`src/rtl/trap_controller_if.sv`:
```
// Bundles the decode/CSR-facing signals of the machine-mode trap controller.
// The master side is the core pipeline and the slave side is the trap controller.
interface trap_if #(
    parameter int XLEN = 32
);
    logic            instr_valid;
    logic [XLEN-1:0] pc;
    logic            exc_request;
    logic            inst_invalid;
    logic [XLEN-1:0] exc_cause;
    logic            exc_ret;
    logic            is_wfi;
    logic [XLEN-1:0] mtvec;
    logic [XLEN-1:0] mepc_in;
    logic            mstatus_mie;
    logic            mie_mtie;
    logic            mie_meie;
    logic            irq_timer;
    logic            irq_ext;
    logic            kill;
    logic            stall;
    logic            csr_trap_we;
    logic            csr_mret;
    logic [XLEN-1:0] epc_out;
    logic [XLEN-1:0] cause_out;
    logic            redirect_valid;
    logic [XLEN-1:0] redirect_pc;

    modport master (
        output instr_valid, pc, exc_request, inst_invalid, exc_cause, exc_ret, is_wfi,
               mtvec, mepc_in, mstatus_mie, mie_mtie, mie_meie, irq_timer, irq_ext,
        input  kill, stall, csr_trap_we, csr_mret, epc_out, cause_out,
               redirect_valid, redirect_pc
    );

    modport slave (
        input  instr_valid, pc, exc_request, inst_invalid, exc_cause, exc_ret, is_wfi,
               mtvec, mepc_in, mstatus_mie, mie_mtie, mie_meie, irq_timer, irq_ext,
        output kill, stall, csr_trap_we, csr_mret, epc_out, cause_out,
               redirect_valid, redirect_pc
    );
endinterface

```
`src/rtl/trap_controller.sv`:
```
// Machine-mode trap sequencer: exceptions, interrupts, MRET and WFI for an RV32I core.
// kill/stall are decided in the detection cycle; CSR pulses and redirects come from registers.
module trap_controller #(
    parameter int XLEN           = 32,
    parameter int EXC_ILLEGAL    = 2,
    parameter int IRQ_TIMER_CODE = 7,
    parameter int IRQ_EXT_CODE   = 11
) (
    input  logic    clk,
    input  logic    rst,
    trap_if.slave   bus
);

    typedef enum logic [2:0] {
        S_IDLE      = 3'd0,
        S_TRAP_SAVE = 3'd1,
        S_TRAP_JUMP = 3'd2,
        S_RET_JUMP  = 3'd3,
        S_WFI_WAIT  = 3'd4
    } state_t;

    state_t          r_state;
    logic            r_csr_trap_we;
    logic            r_csr_mret;
    logic            r_redirect_valid;
    logic [XLEN-1:0] r_redirect_pc;
    logic [XLEN-1:0] r_epc;
    logic [XLEN-1:0] r_cause;
    logic            r_wfi_done;

    logic            w_wake;
    logic            w_irq_int;
    logic            w_trap_req;
    logic [XLEN-1:0] w_trap_cause;
    logic [XLEN-1:0] w_trap_base;
    logic [XLEN-1:0] w_trap_target;
    logic            w_kill;
    logic            w_stall;

    assign w_wake     = (bus.irq_ext & bus.mie_meie) | (bus.irq_timer & bus.mie_mtie);
    assign w_irq_int  = bus.mstatus_mie & w_wake;
    assign w_trap_req = w_irq_int | bus.inst_invalid | bus.exc_request;
    assign w_trap_base = {bus.mtvec[XLEN-1:2], 2'b00};

    // Cause selection for a trap detected this cycle, by priority
    always_comb begin
        w_trap_cause = '0;
        if (w_irq_int) begin
            if (bus.irq_ext & bus.mie_meie) begin
                w_trap_cause = {1'b1, (XLEN-1)'(IRQ_EXT_CODE)};
            end else begin
                w_trap_cause = {1'b1, (XLEN-1)'(IRQ_TIMER_CODE)};
            end
        end else if (bus.inst_invalid) begin
            w_trap_cause = XLEN'(EXC_ILLEGAL);
        end else begin
            w_trap_cause = bus.exc_cause;
        end
    end

    // Vectored mode only offsets interrupts; the shift drops cause bits beyond XLEN
    always_comb begin
        w_trap_target = w_trap_base;
        if (bus.mtvec[1:0] == 2'b01 && r_cause[XLEN-1]) begin
            w_trap_target = w_trap_base + {r_cause[XLEN-3:0], 2'b00};
        end else begin
            w_trap_target = w_trap_base;
        end
    end

    // Same-cycle kill/stall; held low while reset is asserted
    always_comb begin
        w_kill  = 1'b0;
        w_stall = 1'b0;
        if (rst) begin
            w_kill  = 1'b0;
            w_stall = 1'b0;
        end else begin
            case (r_state)
                S_IDLE: begin
                    if (!bus.instr_valid) begin
                        w_stall = 1'b0;
                    end else if (w_trap_req) begin
                        w_kill  = 1'b1;
                        w_stall = 1'b1;
                    end else if (bus.exc_ret) begin
                        w_stall = 1'b1;
                    end else if (bus.is_wfi && !r_wfi_done) begin
                        w_stall = 1'b1;
                    end else begin
                        w_stall = 1'b0;
                    end
                end
                S_TRAP_SAVE: w_stall = 1'b1;
                S_WFI_WAIT:  w_stall = ~w_wake;
                default:     w_stall = 1'b0;
            endcase
        end
    end

    // FSM with registered CSR pulses, redirect and latched epc/cause
    always_ff @(posedge clk or posedge rst) begin
        if (rst) begin
            r_state          <= S_IDLE;
            r_csr_trap_we    <= 1'b0;
            r_csr_mret       <= 1'b0;
            r_redirect_valid <= 1'b0;
            r_redirect_pc    <= '0;
            r_epc            <= '0;
            r_cause          <= '0;
            r_wfi_done       <= 1'b0;
        end else begin
            r_csr_trap_we    <= 1'b0;
            r_csr_mret       <= 1'b0;
            r_redirect_valid <= 1'b0;
            r_redirect_pc    <= '0;
            r_wfi_done       <= 1'b0;
            case (r_state)
                S_IDLE: begin
                    if (!bus.instr_valid) begin
                        r_state <= S_IDLE;
                    end else if (w_trap_req) begin
                        r_epc         <= bus.pc;
                        r_cause       <= w_trap_cause;
                        r_csr_trap_we <= 1'b1;
                        r_state       <= S_TRAP_SAVE;
                    end else if (bus.exc_ret) begin
                        r_csr_mret       <= 1'b1;
                        r_redirect_valid <= 1'b1;
                        r_redirect_pc    <= bus.mepc_in;
                        r_state          <= S_RET_JUMP;
                    end else if (bus.is_wfi && !r_wfi_done) begin
                        r_state <= S_WFI_WAIT;
                    end else begin
                        r_state <= S_IDLE;
                    end
                end
                S_TRAP_SAVE: begin
                    r_redirect_valid <= 1'b1;
                    r_redirect_pc    <= w_trap_target;
                    r_state          <= S_TRAP_JUMP;
                end
                S_TRAP_JUMP: r_state <= S_IDLE;
                S_RET_JUMP:  r_state <= S_IDLE;
                S_WFI_WAIT: begin
                    if (w_wake) begin
                        r_wfi_done <= 1'b1;
                        r_state    <= S_IDLE;
                    end else begin
                        r_state <= S_WFI_WAIT;
                    end
                end
                default: r_state <= S_IDLE;
            endcase
        end
    end

    assign bus.kill           = w_kill;
    assign bus.stall          = w_stall;
    assign bus.csr_trap_we    = r_csr_trap_we;
    assign bus.csr_mret       = r_csr_mret;
    assign bus.epc_out        = r_epc;
    assign bus.cause_out      = r_cause;
    assign bus.redirect_valid = r_redirect_valid;
    assign bus.redirect_pc    = r_redirect_pc;

endmodule

```
`src/flat_wrapper.sv`:
```
// flat-port wrapper written by rule: the top's interface ports become plain ports
module trap_controller_flat 
#(
    parameter int XLEN           = 32,
    parameter int EXC_ILLEGAL    = 2,
    parameter int IRQ_TIMER_CODE = 7,
    parameter int IRQ_EXT_CODE   = 11
)
  (clk, rst, bus_instr_valid, bus_pc, bus_exc_request, bus_inst_invalid, bus_exc_cause, bus_exc_ret, bus_is_wfi, bus_mtvec, bus_mepc_in, bus_mstatus_mie, bus_mie_mtie, bus_mie_meie, bus_irq_timer, bus_irq_ext, bus_kill, bus_stall, bus_csr_trap_we, bus_csr_mret, bus_epc_out, bus_cause_out, bus_redirect_valid, bus_redirect_pc);
  trap_if #(.XLEN(XLEN)) bus_i ();
  input  logic clk;
  input  logic rst;
  input wire logic [$bits(bus_i.instr_valid)-1:0] bus_instr_valid;
  input wire logic [$bits(bus_i.pc)-1:0] bus_pc;
  input wire logic [$bits(bus_i.exc_request)-1:0] bus_exc_request;
  input wire logic [$bits(bus_i.inst_invalid)-1:0] bus_inst_invalid;
  input wire logic [$bits(bus_i.exc_cause)-1:0] bus_exc_cause;
  input wire logic [$bits(bus_i.exc_ret)-1:0] bus_exc_ret;
  input wire logic [$bits(bus_i.is_wfi)-1:0] bus_is_wfi;
  input wire logic [$bits(bus_i.mtvec)-1:0] bus_mtvec;
  input wire logic [$bits(bus_i.mepc_in)-1:0] bus_mepc_in;
  input wire logic [$bits(bus_i.mstatus_mie)-1:0] bus_mstatus_mie;
  input wire logic [$bits(bus_i.mie_mtie)-1:0] bus_mie_mtie;
  input wire logic [$bits(bus_i.mie_meie)-1:0] bus_mie_meie;
  input wire logic [$bits(bus_i.irq_timer)-1:0] bus_irq_timer;
  input wire logic [$bits(bus_i.irq_ext)-1:0] bus_irq_ext;
  output wire logic [$bits(bus_i.kill)-1:0] bus_kill;
  output wire logic [$bits(bus_i.stall)-1:0] bus_stall;
  output wire logic [$bits(bus_i.csr_trap_we)-1:0] bus_csr_trap_we;
  output wire logic [$bits(bus_i.csr_mret)-1:0] bus_csr_mret;
  output wire logic [$bits(bus_i.epc_out)-1:0] bus_epc_out;
  output wire logic [$bits(bus_i.cause_out)-1:0] bus_cause_out;
  output wire logic [$bits(bus_i.redirect_valid)-1:0] bus_redirect_valid;
  output wire logic [$bits(bus_i.redirect_pc)-1:0] bus_redirect_pc;
  assign bus_i.instr_valid = bus_instr_valid;
  assign bus_i.pc = bus_pc;
  assign bus_i.exc_request = bus_exc_request;
  assign bus_i.inst_invalid = bus_inst_invalid;
  assign bus_i.exc_cause = bus_exc_cause;
  assign bus_i.exc_ret = bus_exc_ret;
  assign bus_i.is_wfi = bus_is_wfi;
  assign bus_i.mtvec = bus_mtvec;
  assign bus_i.mepc_in = bus_mepc_in;
  assign bus_i.mstatus_mie = bus_mstatus_mie;
  assign bus_i.mie_mtie = bus_mie_mtie;
  assign bus_i.mie_meie = bus_mie_meie;
  assign bus_i.irq_timer = bus_irq_timer;
  assign bus_i.irq_ext = bus_irq_ext;
  assign bus_kill = bus_i.kill;
  assign bus_stall = bus_i.stall;
  assign bus_csr_trap_we = bus_i.csr_trap_we;
  assign bus_csr_mret = bus_i.csr_mret;
  assign bus_epc_out = bus_i.epc_out;
  assign bus_cause_out = bus_i.cause_out;
  assign bus_redirect_valid = bus_i.redirect_valid;
  assign bus_redirect_pc = bus_i.redirect_pc;
  trap_controller #(.XLEN(XLEN), .EXC_ILLEGAL(EXC_ILLEGAL), .IRQ_TIMER_CODE(IRQ_TIMER_CODE), .IRQ_EXT_CODE(IRQ_EXT_CODE)) u_core (.clk(clk), .rst(rst), .bus(bus_i));
endmodule
```
`config.mk`:
```
export PLATFORM = sky130hd
export DESIGN_NAME = trap_controller_flat
export DESIGN_NICKNAME = d
export VERILOG_FILES = /design/src/rtl/trap_controller_if.sv /design/src/rtl/trap_controller.sv /design/src/flat_wrapper.sv
export SDC_FILE = /design/constraint.sdc
export NUM_CORES = 1
export LEC_CHECK = 0
export CORE_ASPECT_RATIO = 0.7
export CORE_MARGIN = 2
export CORE_UTILIZATION = 44
export DETAILED_ROUTE_END_ITERATION = 8
export GPL_TIMING_DRIVEN = 0
export PLACE_DENSITY = 0.83
export SLEW_MARGIN = 40
export SYNTH_ARGS = -nofsm -noshare
export SYNTH_HDL_FRONTEND = slang
export SYNTH_SLANG_ARGS = --single-unit
```
`constraint.sdc`:
```
create_clock -name clk -period 3.85 [get_ports clk]
set_clock_uncertainty 0.1 [all_clocks]
set_input_delay 0.77 -clock clk [delete_from_list [all_inputs] [get_ports clk]]
set_output_delay 0.77 -clock clk [all_outputs]
set_load 0.02 [all_outputs]
```
==> results_dict.tcl <==
set metrics [dict create \
    worstPathArrival_ns 2.80 \
    numCtsBuffers 9 \
    avgSynthCellArea_um2 8.66 \
    crit_fanout 5 \
    met1_length_um 9090 \
    async_flop_share 1.00 \
    fin_crit_sh 0.953 \
    rows 34 \
    hold_ws_ns 0.379 \
    topRoutingLayerUsed "met4" \
    setup.worst_path.class "in -> out" \
    setup_ws_ns 0.180 \
    hold_viol_final 0 \
    clock.fmax_ghz 0.272 \
    die-height_um 99.8 \
    clkSlewWorstSetupHoldPaths_ns 0.07 \
    core_region_area_mm2 0.0126 \
    routabilityCongestion 0.918 \
    syn-num-nets 836 \
    worstHoldPathType "reg -> reg" \
    fin_crit_ns 3.67 \
    cts_tree "yes" \
    antenna_found_initial 0 \
    synth_area_leaders "dfrtp_1 45%, nand2_1 13%, ha_1 6.3%" \
    synth_seq_cells 103 \
    pre_cts_slack_ns -0.666 \
    finalWirelength_um 20500 \
    worst_pin_slew_ns 0.749 \
    timing.slew.headroom 0.500 \
    leakage_nw 4.06 \
    maxCapViolCount 0 \
    slew_viol_final 0 \
    fin_tns_setup_ns 0 \
    dr.pass1.iters 5 \
    synthToLayoutAreaGrowth_pct 51.4 \
    grt_pass1_wl_um 31800 \
    clockRootBuffer "clkbuf_16" \
    die_w_um 141 \
    critPathRequiredTime_ns 2.98 \
    clk_latency_ns 0.35 \
    vias 6011 \
    fill_cells 1014 \
    synth_area_mm2 0.00577 \
    start_kind "input port" \
    peakVddDrop_v 0.000384 \
    yosysSeqAreaShare 0.447 \
    drtIter0Drc 528 \
    power_density_mw_per_mm2 703 \
    synth.top_cell.area_share 0.447 \
    synth_top_cell_by_area "dfrtp_1" \
    overflow 0 \
    setup_viol 0 \
    status "finished clean" \
    rsz0062_at_grt "false" \
    first_global_vias 5867 \
    drc 0 \
    drtAntennaViolNets 0 \
    wl_per_cell_um 18.9 \
    dp_hpwl_um 15800 \
    nets 1088 \
    synthCells 666 \
    htree_levels 3 \
    grt_use_total 0.293 \
    dieArea_mm2 0.0141 \
    drt-vias-per-instance 5.55 \
    io_buffers 240 \
    start_util 0.458 \
    ioPinCount 241 \
    ys_warn_count 0 \
    ys_types 63 \
    n_antenna_cell 0 \
    endpoint_kind "output pin" \
    cts_buffer_depth 2 \
    dr_wl_met2_um 8820 \
    grt_max_degree 59 \
    synth_edf_count 0 \
    cts_sinks 103 \
    drive_above_1_share 0.0597 \
    dr_wl_met3_um 2070 \
    synth_top_flop_cell "dfrtp_1" \
]
cell usage in the layout (no fill, tap or decap), types with 3 or more instances in the layout:
master / synthesis / layout
nor2_1: 28 / 26
nand2_1: 198 / 198
nand3b_1: 3 / 3
buf_2: 8 / 6
a21oi_1: 33 / 33
o2111ai_1: 4 / 4
nor3_1: 3 / 3
a211oi_1: 6 / 6
xor2_1: 9 / 9
clkbuf_16: 0 / 9
nand4_1: 3 / 3
buf_4: 0 / 3
ha_1: 29 / 29
nor2b_1: 4 / 3
and2_1: 4 / 4
clkbuf_1: 23 / 22
xnor2_1: 16 / 16
o21ai_0: 37 / 37
a22o_1: 9 / 9
dfrtp_1: 103 / 103
nand2b_1: 4 / 4
nand3_1: 38 / 38
o21ai_1: 9 / 9
inv_1: 9 / 8
a21o_1: 18 / 18
clkdlybuf4s50_1: 0 / 238
o21a_1: 3 / 3
a22oi_1: 12 / 11
and3_1: 3 / 3
a31oi_1: 3 / 3
metal layers:
| layer | vias up | global-route usage |
|---|---|---|
| li1 | 2812 | - |
| met1 | 2827 | 0.412 |
| met2 | 334 | 0.448 |
| met3 | 38 | 0.0802 |
| met4 | 0 | 0.0862 |
| met5 | - | 0 |
stage by stage:
| stage | power, W | cells | utilization | cell area [µm²] |
|---|---|---|---|---|
| 4_1_cts | 0.00612 | 1084 | 0.693 | 8720 |
| 3_3_place_gp | 0.00512 | 1068 | 0.665 | 8380 |
| 6_report | 0.00614 | 1084 | 0.694 | 8740 |
| 5_1_grt | 0.00652 | 1084 | 0.694 | 8740 |
| 3_5_place_dp | 0.00521 | 1069 | 0.668 | 8410 |
| 2_1_floorplan | 0.00374 | 666 | - | 5770 |
critical path, stage by stage:
cell             delay, ns
clkdlybuf4s50_1       0.51
a22oi_2               0.11
nor2b_2               0.22
or2_4                 0.22
o21ai_4               0.08
buf_4                 0.19
nand2_1               0.07
nor2_1                0.06
a2111oi_2             0.32
clkbuf_2              0.23
cells by family after synthesis:
group	Yosys count	synth area share
mux	2	0.00347
simple gates	303	0.227
buf+inv	41	0.0284
xor+xnor	25	0.0379
compound gates	162	0.190
fa+ha+maj	30	0.0663
flops	103	0.447
where the power goes:
group	total [W]	internal [W]	switching (W)
Combinational	0.00349	0.00153	0.00197
Sequential	0.00177	0.00148	0.000286
Clock	0.000884	0.000446	0.000438
Total	0.00614	0.00345	0.00269
repair_timing:
item	4_1_cts	5_1_grt
endpoints found under the setup margin	2	3
hold buffers	0	0
resized for setup	12	3
buffers inserted	1	1
pin swaps	1	1
path summary, 6_finish.rpt:
kind / startpoint / endpoint / slack (ns) / cells past startpoint
setup / recovery: bus_mie_meie / bus_stall / 0.18 / 10
hold / removal: u_core.bus.epc_out[19]$_DFFE_PP0P_ / u_core.bus.epc_out[19]$_DFFE_PP0P_ / 0.38 / 2
setup reg to reg: u_core.bus.cause_out[0]$_DFFE_PP0P_ / u_core.bus.redirect_pc[24]$_DFF_PP0_ / 0.66 / 11
hold reg to reg: u_core.bus.epc_out[19]$_DFFE_PP0P_ / u_core.bus.epc_out[19]$_DFFE_PP0P_ / 0.38 / 2
max in group asynchronous: rst / u_core.bus.redirect_pc[14]$_DFF_PP0_ / 2.26 / 3
min in group asynchronous: rst / u_core.bus.redirect_pc[0]$_DFF_PP0_ / 0.79 / 2
flip-flops by register name, summed over array words and instances, names as in the netlist:
name                       cells
u_core.bus.csr_trap_we         1
u_core.r_state                 3
u_core.r_wfi_done              1
u_core.bus.epc_out            32
u_core.bus.redirect_valid      1
u_core.bus.csr_mret            1
u_core.bus.cause_out          32
u_core.bus.redirect_pc        32
synthesized netlist by cell type (4+ instances only):
| library cell | instances |
|---|---|
| a211oi_1 | 6 |
| a21o_1 | 18 |
| a21oi_1 | 33 |
| a22o_1 | 9 |
| a22oi_1 | 12 |
| and2_1 | 4 |
| buf_2 | 8 |
| clkbuf_1 | 23 |
| dfrtp_1 | 103 |
| ha_1 | 29 |
| inv_1 | 9 |
| nand2_1 | 198 |
| nand2b_1 | 4 |
| nand3_1 | 38 |
| nor2_1 | 28 |
| nor2b_1 | 4 |
| o2111ai_1 | 4 |
| o21ai_0 | 37 |
| o21ai_1 | 9 |
| xnor2_1 | 16 |
| xor2_1 | 9 |
area by class of cell:
class	instances	area, µm²	share of cell area
multi-input cells	522	3080	0.352
flip-flops and latches	103	2580	0.295
repair buffers	243	2440	0.279
clock buffers	9	225	0.0258
well taps	162	203	0.0232
plain buffers	29	120	0.0137
clock inverters	6	52.6	0.00601
inverters	10	45.0	0.00516
(Power assumes the default switching activity.)
